## src/rtl/sram_burst_reader_pkg.sv

```systemverilog
// Shared definitions for the SRAM burst reader: controller state encoding and
// the read-pipeline occupancy limit.
package sram_burst_reader_pkg;

  typedef enum logic [1:0] {
    ST_IDLE  = 2'd0,
    ST_READ  = 2'd1,
    ST_DRAIN = 2'd2
  } state_t;

  // Reads in flight plus words held in the buffer never exceed this.
  localparam int unsigned MAX_OUTSTANDING = 2;

endpackage

```

## src/rtl/sram_burst_reader_skid_buffer.sv

```systemverilog
// Two-entry FIFO that decouples SRAM read returns from the consumer's ready,
// carrying a last-beat flag alongside each word.
module sram_burst_reader_skid_buffer #(
  parameter int nrOfDataBits = 32
) (
  input  logic                    i_clock,
  input  logic                    i_reset_n,
  input  logic                    i_push,
  input  logic [nrOfDataBits-1:0] i_push_data,
  input  logic                    i_push_last,
  input  logic                    i_pop,
  output logic [nrOfDataBits-1:0] o_data,
  output logic                    o_last,
  output logic                    o_valid,
  output logic [1:0]              o_count
);

  logic [nrOfDataBits-1:0] r_data [2];
  logic [1:0]              r_last;
  logic                    r_wr_ptr;
  logic                    r_rd_ptr;
  logic [1:0]              r_count;

  always_ff @(posedge i_clock or negedge i_reset_n) begin
    if (!i_reset_n) begin
      for (int i = 0; i < 2; i++) begin
        r_data[i] <= '0;
      end
      r_last   <= '0;
      r_wr_ptr <= 1'b0;
      r_rd_ptr <= 1'b0;
      r_count  <= 2'd0;
    end else begin
      if (i_push) begin
        r_data[r_wr_ptr] <= i_push_data;
        r_last[r_wr_ptr] <= i_push_last;
        r_wr_ptr         <= ~r_wr_ptr;
      end
      if (i_pop) begin
        r_rd_ptr <= ~r_rd_ptr;
      end
      case ({i_push, i_pop})
        2'b10:   r_count <= r_count + 2'd1;
        2'b01:   r_count <= r_count - 2'd1;
        default: ;
      endcase
    end
  end

  assign o_valid = (r_count != 2'd0);
  assign o_data  = r_data[r_rd_ptr];
  assign o_last  = o_valid && r_last[r_rd_ptr];
  assign o_count = r_count;

endmodule

```

## src/rtl/sram_burst_reader.sv

```systemverilog
// Streams a burst of consecutive (wrapping) words out of a synchronous SRAM
// with one-cycle read latency onto a valid/ready interface.
module sram_burst_reader
  import sram_burst_reader_pkg::*;
#(
  parameter int nrOfAddressBits = 5,
  parameter int nrOfDataBits    = 32
) (
  input  logic                       i_clock,
  input  logic                       i_reset_n,
  input  logic                       i_start,
  input  logic [nrOfAddressBits-1:0] i_start_address,
  input  logic [nrOfAddressBits:0]   i_burst_length,
  output logic                       o_busy,
  output logic                       o_done,
  output logic [nrOfAddressBits-1:0] o_sram_read_address,
  input  logic [nrOfDataBits-1:0]    i_sram_read_data,
  output logic [nrOfDataBits-1:0]    o_data_out,
  output logic                       o_data_valid,
  input  logic                       i_data_ready,
  output logic                       o_data_last
);

  localparam logic [nrOfAddressBits:0]   LEN_ONE  = 1;
  localparam logic [nrOfAddressBits-1:0] ADDR_ONE = 1;

  state_t                       r_state;
  state_t                       w_state_next;
  logic [nrOfAddressBits-1:0]   r_addr;
  logic [nrOfAddressBits:0]     r_issue_left;
  logic                         r_outstanding;
  logic                         r_outstanding_last;
  logic                         r_done;

  logic                         w_accept;
  logic                         w_len_zero;
  logic                         w_issue;
  logic                         w_issue_last;
  logic                         w_done_next;
  logic                         w_pop;
  logic                         w_buf_valid;
  logic                         w_buf_last;
  logic [1:0]                   w_buf_count;
  logic [2:0]                   w_occupancy;

  assign w_accept     = (r_state == ST_IDLE) && i_start;
  assign w_len_zero   = (i_burst_length == '0);
  assign w_issue_last = (r_issue_left == LEN_ONE);
  assign w_pop        = w_buf_valid && i_data_ready;
  // A beat leaving this cycle frees its slot, which keeps one read per cycle.
  assign w_occupancy  = {1'b0, w_buf_count} + {2'b0, r_outstanding} - {2'b0, w_pop};

  always_ff @(posedge i_clock or negedge i_reset_n) begin
    if (!i_reset_n) begin
      r_state <= ST_IDLE;
    end else begin
      r_state <= w_state_next;
    end
  end

  always_comb begin
    w_state_next = r_state;
    w_issue      = 1'b0;
    w_done_next  = 1'b0;
    case (r_state)
      ST_IDLE: begin
        if (i_start) begin
          w_state_next = w_len_zero ? ST_DRAIN : ST_READ;
          w_done_next  = w_len_zero;
        end
      end
      ST_READ: begin
        w_issue = (w_occupancy < 3'(MAX_OUTSTANDING));
        if (w_issue && w_issue_last) begin
          w_state_next = ST_DRAIN;
        end
      end
      ST_DRAIN: begin
        if (!r_outstanding && (w_buf_count == 2'd0)) begin
          w_state_next = ST_IDLE;
        end
      end
      default: w_state_next = ST_IDLE;
    endcase
    if (w_pop && w_buf_last) begin
      w_done_next = 1'b1;
    end
  end

  always_ff @(posedge i_clock or negedge i_reset_n) begin
    if (!i_reset_n) begin
      r_addr             <= '0;
      r_issue_left       <= '0;
      r_outstanding      <= 1'b0;
      r_outstanding_last <= 1'b0;
      r_done             <= 1'b0;
    end else begin
      r_done             <= w_done_next;
      r_outstanding      <= w_issue;
      r_outstanding_last <= w_issue && w_issue_last;
      if (w_accept && !w_len_zero) begin
        r_addr       <= i_start_address;
        r_issue_left <= i_burst_length;
      end else if (w_issue) begin
        r_issue_left <= r_issue_left - LEN_ONE;
        // The final address stays on the bus once the burst is fully issued.
        if (!w_issue_last) begin
          r_addr <= r_addr + ADDR_ONE;
        end
      end
    end
  end

  sram_burst_reader_skid_buffer #(
    .nrOfDataBits(nrOfDataBits)
  ) u_stream_skid_buffer (
    .i_clock     (i_clock),
    .i_reset_n   (i_reset_n),
    .i_push      (r_outstanding),
    .i_push_data (i_sram_read_data),
    .i_push_last (r_outstanding_last),
    .i_pop       (w_pop),
    .o_data      (o_data_out),
    .o_last      (w_buf_last),
    .o_valid     (w_buf_valid),
    .o_count     (w_buf_count)
  );

  assign o_busy              = (r_state != ST_IDLE);
  assign o_done              = r_done;
  assign o_sram_read_address = r_addr;
  assign o_data_valid        = w_buf_valid;
  assign o_data_last         = w_buf_last;

endmodule

```

## config.mk

```make
export PLATFORM = sky130hd
export DESIGN_NAME = sram_burst_reader
export DESIGN_NICKNAME = d
export VERILOG_FILES = /design/src/rtl/sram_burst_reader_pkg.sv /design/src/rtl/sram_burst_reader_skid_buffer.sv /design/src/rtl/sram_burst_reader.sv
export SDC_FILE = /design/constraint.sdc
export NUM_CORES = 1
export LEC_CHECK = 0
export BUFFER_PORTS_ARGS = -buffer_cell sky130_fd_sc_hd__buf_2
export CORE_MARGIN = 4
export CORE_UTILIZATION = 53
export DETAILED_ROUTE_END_ITERATION = 12
export MAX_ROUTING_LAYER = met4
export PLACE_DENSITY = 0.78
export SETUP_SLACK_MARGIN = 0.4
export SLEW_MARGIN = 20
export SYNTH_ARGS = -nofsm -noshare
export SYNTH_HDL_FRONTEND = slang
export SYNTH_SLANG_ARGS = --single-unit
```

## constraint.sdc

```tcl
create_clock -name i_clock -period 3.3 [get_ports i_clock]
set_input_delay 0.495 -clock i_clock [delete_from_list [all_inputs] [get_ports i_clock]]
set_output_delay 0.495 -clock i_clock [all_outputs]
set_load 0.01 [all_outputs]
```

==> results of run 1 <==
[cells by family (layout without fill, tap and decap cells)]
logic type	count (synthesis)	count (layout)
AOI/OAI and AO/OA	26	26
xor gates and xnor gates	10	10
adders and majority gates	5	5
buffers and inverters	19	116
DFF	86	86
muxes	99	99
and+or+nand+nor	42	42
[critical path, stage by stage (launching register included)]
cell,delay [ns]
dfrtp_2,0.46
nor2_1,0.09
inv_1,0.09
nand2_1,0.11
nor2_1,0.17
o21ai_0,0.14
fa_1,0.46
xnor2_4,0.21
nand4b_4,0.18
or4_1,0.49
a31oi_1,0.16
[sequential cells by signal (all words and copies together) (netlist names)]
signal,count
u_stream_skid_buffer.r_rd_ptr,1
u_stream_skid_buffer.r_last,2
u_stream_skid_buffer.r_wr_ptr,1
u_stream_skid_buffer.o_count,2
o_done,1
r_outstanding_last,1
o_sram_read_address,5
r_issue_left,6
u_stream_skid_buffer.r_data,64
r_state,2
r_outstanding,1
[Yosys cell counts, types with 2 or more instances]
cell type,instances
and3_1,2
mux2_2,98
buf_1,5
dfrtp_1,86
nand2_1,5
a31oi_1,6
ha_1,4
o21ai_0,6
nor2_1,19
buf_2,6
xnor2_1,6
inv_1,7
or3_1,3
xor2_1,3
a221o_1,5
[routing by layer]
layer | global-route usage (%) | up-vias
met3 | 3.43 | 12
met4 | 7.58 | 0
li1 | - | 1223
met5 | - | -
met2 | 30.2 | 70
met1 | 23.6 | 1292
[cell type report]
cell class | count | area share, %
Sequential cell | 86 | 45.8
Tap cell | 99 | 2.63
Inverter | 7 | 0.558
Timing Repair Buffer | 93 | 10.6
Clock buffer | 12 | 3.08
Clock inverter | 4 | 0.479
Multi-Input combinational cell | 182 | 36.9
[power breakdown]
| part | total [uW] | switching [uW] | internal (uW) |
|---|---|---|---|
| logic | 2400 | 1070 | 1330 |
| registers | 1920 | 343 | 1580 |
| clock network | 647 | 356 | 291 |
| total | 4970 | 1770 | 3210 |
[through the flow]
| stage | setup WS [ns] | total power (uW) | area (sq um) |
|---|---|---|---|
| 2_1_floorplan | 0.719 | 3590 | 3960 |
| 3_3_place_gp | 0.576 | 4220 | 4510 |
| 3_5_place_dp | 0.476 | 4320 | 4510 |
| 4_1_cts | 0.462 | 4970 | 4680 |
| 5_1_grt | 0.466 | 5340 | 4710 |
| 6_report | 0.647 | 4970 | 4710 |
[cells in the final DEF (no fill, tap or decap), types with 2 or more instances in the layout]
master,n
mux2_2,98
a31oi_1,6
clkbuf_8,10
ha_1,4
nor2_1,18
clkinv_2,3
nand2_1,5
and3_1,2
buf_4,5
xnor2_1,6
buf_2,86
a221o_1,5
clkbuf_1,2
inv_1,7
or3_1,3
xor2_1,3
o21ai_0,6
dfrtp_1,85
[what timing repair did]
| item | 4_1_cts | 5_1_grt |
|---|---|---|
| endpoints found under the setup margin | 0 | 8 |
| setup buffers | 0 | 3 |
| gates resized for setup | 0 | 1 |
[worst max path at each step]
stage                                          from                      to  slack (ns)
finish              u_stream_skid_buffer.o_count[1]  o_sram_read_address[2]        0.65
global route        u_stream_skid_buffer.o_count[1]  o_sram_read_address[2]        0.47
CTS                 u_stream_skid_buffer.o_count[1]  o_sram_read_address[2]        0.46
detailed placement  u_stream_skid_buffer.o_count[1]  o_sram_read_address[2]        0.48
global placement    u_stream_skid_buffer.o_count[1]  o_sram_read_address[2]        0.58
floorplan           u_stream_skid_buffer.o_count[1]  o_sram_read_address[2]        0.72
==> flow_summary.json, run 1 <==
{
  "endpoint_kind": "flop",
  "gp_routability_congestion": 0.760,
  "setup_tns_ns": 0,
  "die_area_sq_um": 8920,
  "syn_to_final_growth_pct": 18.9,
  "grt_usage_pct": 18.8,
  "cts_tree": "yes",
  "clock_skew_ns": 0.00607,
  "status": "finished, final reports clean",
  "synth_area_sq_um": 3960,
  "rr_worst_depth": 10,
  "first_pass_iters": 4,
  "start_kind": "flop",
  "wl_um": 7650,
  "floorplan.initialDensity_pct": 54.6,
  "rsz0062_at_grt": "no",
  "grt_max_degree": 87,
  "finalCritPeriodShare_pct": 80.4,
  "fillCellCount": 592,
  "synth-seq-cells": 86,
  "ir_drop_mv": 0.514,
  "core_area_sq_um": 7250,
  "cts.clk_slew.worst_paths_ns": 0.08,
  "drive_above_1_share_pct": 56.0,
  "drv_slew": 0,
  "wl_per_cell_um": 15.8,
  "fin_nets": 431,
  "drc": 0,
  "wl_met2_um": 3700,
  "finalSetupViolCount": 0,
  "register_area_sq_um": 2150,
  "multiInputGateArea_sq_um": 1740,
  "powerDensity_nw_per_um2": 1060,
  "yosysTopAreaCellShare_pct": 54.4,
  "fp-row-count": 31,
  "grt-ovfl-total": 0,
  "muxShareOfSynthArea_pct": 28.1,
  "grt_pass1_vias": 2697,
  "seq_area_frac_synth_pct": 54.4,
  "worstReg2RegStart": "u_stream_skid_buffer.o_count[1]",
  "n_antenna_cell": 0,
  "finalHoldViolCount": 0,
  "period_needed_ns": 2.65,
  "root_buffer": "clkbuf_8",
  "dr_total_vias": 2597,
  "ys_types": 41,
  "required_ns": 3.57,
  "synth_compound_area_share_pct": 4.87,
  "slew_headroom_pct": 45.8,
  "yosysTopAreaCell": "dfrtp_1",
  "cts_buffers": 9,
  "syn_inst": 287,
  "synth_ff_type": "dfrtp_1",
  "io_pins": 88,
  "yosys_warnings": 0,
  "antenna_found_initial": 0,
  "wl_met1_um": 3440,
  "async_reset_ff_share_pct": 100,
  "place_inst": 464,
  "die-width_um": 94.4,
  "final_cells": 483,
  "clk_latency_ns": 0.34,
  "hold_class": "in2async",
  "syn_area_per_cell_sq_um": 13.8,
  "synth-edff-count": 0,
  "htreeDepth": 3,
  "synth_fa_ha_area_share_pct": 1.77,
  "holdWs_ns": 0.200,
  "synth_top_family_by_area": "multiplexers",
  "synth-xor-area-share_pct": 2.69,
  "tightest_slew_ns": 0.811,
  "yosys-top-cells-area": "dfrtp_1, mux2_2, nor2_1, xnor2_1, a221o_1",
  "hold_buffers": 0,
  "avgViaCountPerCell": 5.38,
  "fmax_ghz": 0.377,
  "synth_fp_nets": 339,
  "wl_met3_um": 385,
  "critical_path_class": "reg2reg",
  "cp.arrival_ns": 2.92,
  "first_iter_violations": 80,
  "ant_nets": 0,
  "grt_pass1_wl_um": 12600,
  "cts_sinks": 86,
  "top_layer_used": "met4",
  "portBuffers": 87,
  "r2r-end": "o_sram_read_address[2]",
  "fin_util_pct": 64.9,
  "leakage_uw": 0.00212,
  "yosys.area_share.simple_pct": 6.19,
  "dp_hpwl_um": 5280,
  "crit_fanout": 9,
  "drv_cap": 0,
  "cts_buffer_depth": 2,
  "rrSetupSlack_ns": 0.65,
  "fp.dieH_um": 94.4
}
Power figures use the tool's default switching activity.
==> run 2, diff against run 1 <==
CORE_UTILIZATION = 49   (was 53)
PLACE_DENSITY = 0.76   (was 0.78)
clock period = 2.4 ns   (was 3.3 ns; I/O delays follow)
==> run 2 against run 1 <==
Via count rose by 1.7%. Global-route usage is 0.28 points lower. Sequential power up 38%. Power increased by 53%. Worst setup slack got worse by 0.49 ns. Clock-buffer cell count decreased by 2. Sequential share of layout area decreased by 2.2 points. Critical endpoint unchanged. Highest routed layer unchanged.
==> flow_summary.json, run 2 (synthesized netlist as in run 1, its figures left out) <==
{
  "fp-row-count": 32,
  "fin_nets": 443,
  "path_buf_inv": 1,
  "grt_usage_pct": 18.5,
  "pre_cts_ws_ns": 0.0590,
  "grt_pass1_wl_um": 13900,
  "clk_latency_ns": 0.35,
  "first_iter_violations": 50,
  "antenna_found_initial": 0,
  "crit_path_cell_trace": "buf_4 > nor2_4 > o21ai_2 > fa_2 > xnor2_4 > nand4b_4 > or4_4 > a31oi_1",
  "floorplan.initialDensity_pct": 50.7,
  "cts_tree": "yes",
  "finalHoldViolCount": 0,
  "clock_skew_ns": 0.00640,
  "required_ns": 2.67,
  "wl_per_cell_um": 16.6,
  "setup_slack_ns": 0.160,
  "ant_nets": 0,
  "drv_slew": 0,
  "fillCellCount": 632,
  "first_pass_iters": 4,
  "htreeDepth": 3,
  "slew_headroom_pct": 57.9,
  "powerDensity_nw_per_um2": 1540,
  "crit_start": "u_stream_skid_buffer.o_count[0]",
  "r2r-end": "o_sram_read_address[2]",
  "endpoint_kind": "flop",
  "fin_util_pct": 63.4,
  "cts_buffer_depth": 2,
  "p_sw_share_pct": 34.0,
  "io_pins": 88,
  "dp_hpwl_um": 5770,
  "p_switching_uw": 2580,
  "register_area_sq_um": 2160,
  "crit_fanout": 6,
  "power_uw": 7600,
  "drv_cap": 0,
  "cp.depth": 8,
  "grt-ovfl-total": 0,
  "cpPeakStageDelay_ns": 0.50,
  "critical_path_class": "reg2reg",
  "slowest_stage": "or4_4",
  "grt_pass1_vias": 2766,
  "finalSetupViolCount": 0,
  "hold_buffers": 0,
  "final_cells": 498,
  "cp-endpoint": "o_sram_read_address[2]",
  "portBuffers": 87,
  "place_inst": 474,
  "tightest_slew_ns": 0.626,
  "power.share.clock_pct": 17.2,
  "rr_worst_depth": 8,
  "ir_drop_mv": 0.853,
  "dr_total_vias": 2641,
  "syn_to_final_growth_pct": 25.0,
  "root_buffer": "clkbuf_8",
  "rsz0062_at_grt": "yes",
  "top_register": "u_stream_skid_buffer.r_data",
  "die_area_sq_um": 9580,
  "rrSetupSlack_ns": 0.16,
  "cts_buffers": 9,
  "multiInputGateArea_sq_um": 1780,
  "avgViaCountPerCell": 5.30,
  "gp_routability_congestion": 0.829,
  "setup_tns_ns": 0,
  "cp.arrival_ns": 2.51,
  "finalCritPeriodShare_pct": 93.3,
  "cts_sinks": 86,
  "wl_um": 8260,
  "mostFrequentLayoutCells": "mux2_2, buf_2, dfrtp_1, nor2_1, buf_4",
  "worstReg2RegStart": "u_stream_skid_buffer.o_count[0]",
  "hold_class": "in2async",
  "drive_above_1_share_pct": 60.4,
  "leakage_uw": 0.00223,
  "period_needed_ns": 2.24,
  "fmax_ghz": 0.446,
  "grt_max_degree": 47,
  "cts.clk_slew.worst_paths_ns": 0.09,
  "cp_top_family": "simple AND/OR/NAND/NOR gates",
  "combPwrFrac_pct": 48.0,
  "core_area_sq_um": 7810,
  "p_int_uw": 5020,
  "status": "finished, final reports clean",
  "seq_power_share_pct": 34.8,
  "start_kind": "flop",
  "n_antenna_cell": 0,
  "die-width_um": 97.9,
  "final_common_cell": "mux2_2",
  "fp.dieH_um": 97.9,
  "largest_reg_flops": 64,
  "drc": 0
}
run 2: cell types whose count changed in the layout (fill, tap and decap cells not counted), moves of 3 or more:
cell | before | now
buf_4 | 5 | 14
buf_6 | 1 | 4
bufinv_16 | 0 | 4
o21ai_0 | 6 | 2
run 2: timing repair:
action | 4_1_cts | 5_1_grt
gates resized for setup | 6 | 5
pin swaps | 6 | 1
cloned | 0 | 0
endpoints found under the setup margin | 33 | 13
buffers inserted | 6 | 2
hold endpoints to repair | 0 | 0
run 2: cell type report:
cell class | instances | area share, %
multi-input cells | 182 | 35.9
clock buffers | 10 | 2.58
flip-flops and latches | 86 | 43.6
repair buffers | 105 | 12.1
clock inverters | 6 | 2.71
well taps | 102 | 2.58
inverters | 7 | 0.531
run 2: stage by stage:
| stage | hold slack, ns | cell area, sq um |
|---|---|---|
| after floorplan | 0.0644 | 3990 |
| after global placement | 0.404 | 4600 |
| after detailed placement | 0.412 | 4600 |
| after CTS | 0.0204 | 4910 |
| after global routing | 0.0359 | 4950 |
| final | 0.00650 | 4950 |
run 2: worst min-delay path by stage:
stage / end / slack (ns) / cells past startpoint
CTS: u_stream_skid_buffer.r_data[5] / 0.02 / 1
global placement: u_stream_skid_buffer.r_data[5] / 0.40 / 1
detailed placement: u_stream_skid_buffer.r_data[5] / 0.41 / 1
global route: u_stream_skid_buffer.r_data[5] / 0.04 / 1
floorplan: o_done / 0.06 / 0
finish: u_stream_skid_buffer.r_data[5] / 0.006 / 1
run 2: metal layers:
metal,part of all wire [%],GRT usage [%]
met3,3.8,3.36
met5,0,-
met2,50,29.1
met4,1.2,5.43
met1,45,24.7
run 2: power groups by stage:
stage	logic, uW	registers [uW]	clock network, uW
after floorplan	2430	2560	0
after global placement	3330	2630	0
after detailed placement	3420	2680	0
after CTS	3590	2650	1340
after global routing	3970	2740	1410
final	3650	2650	1310
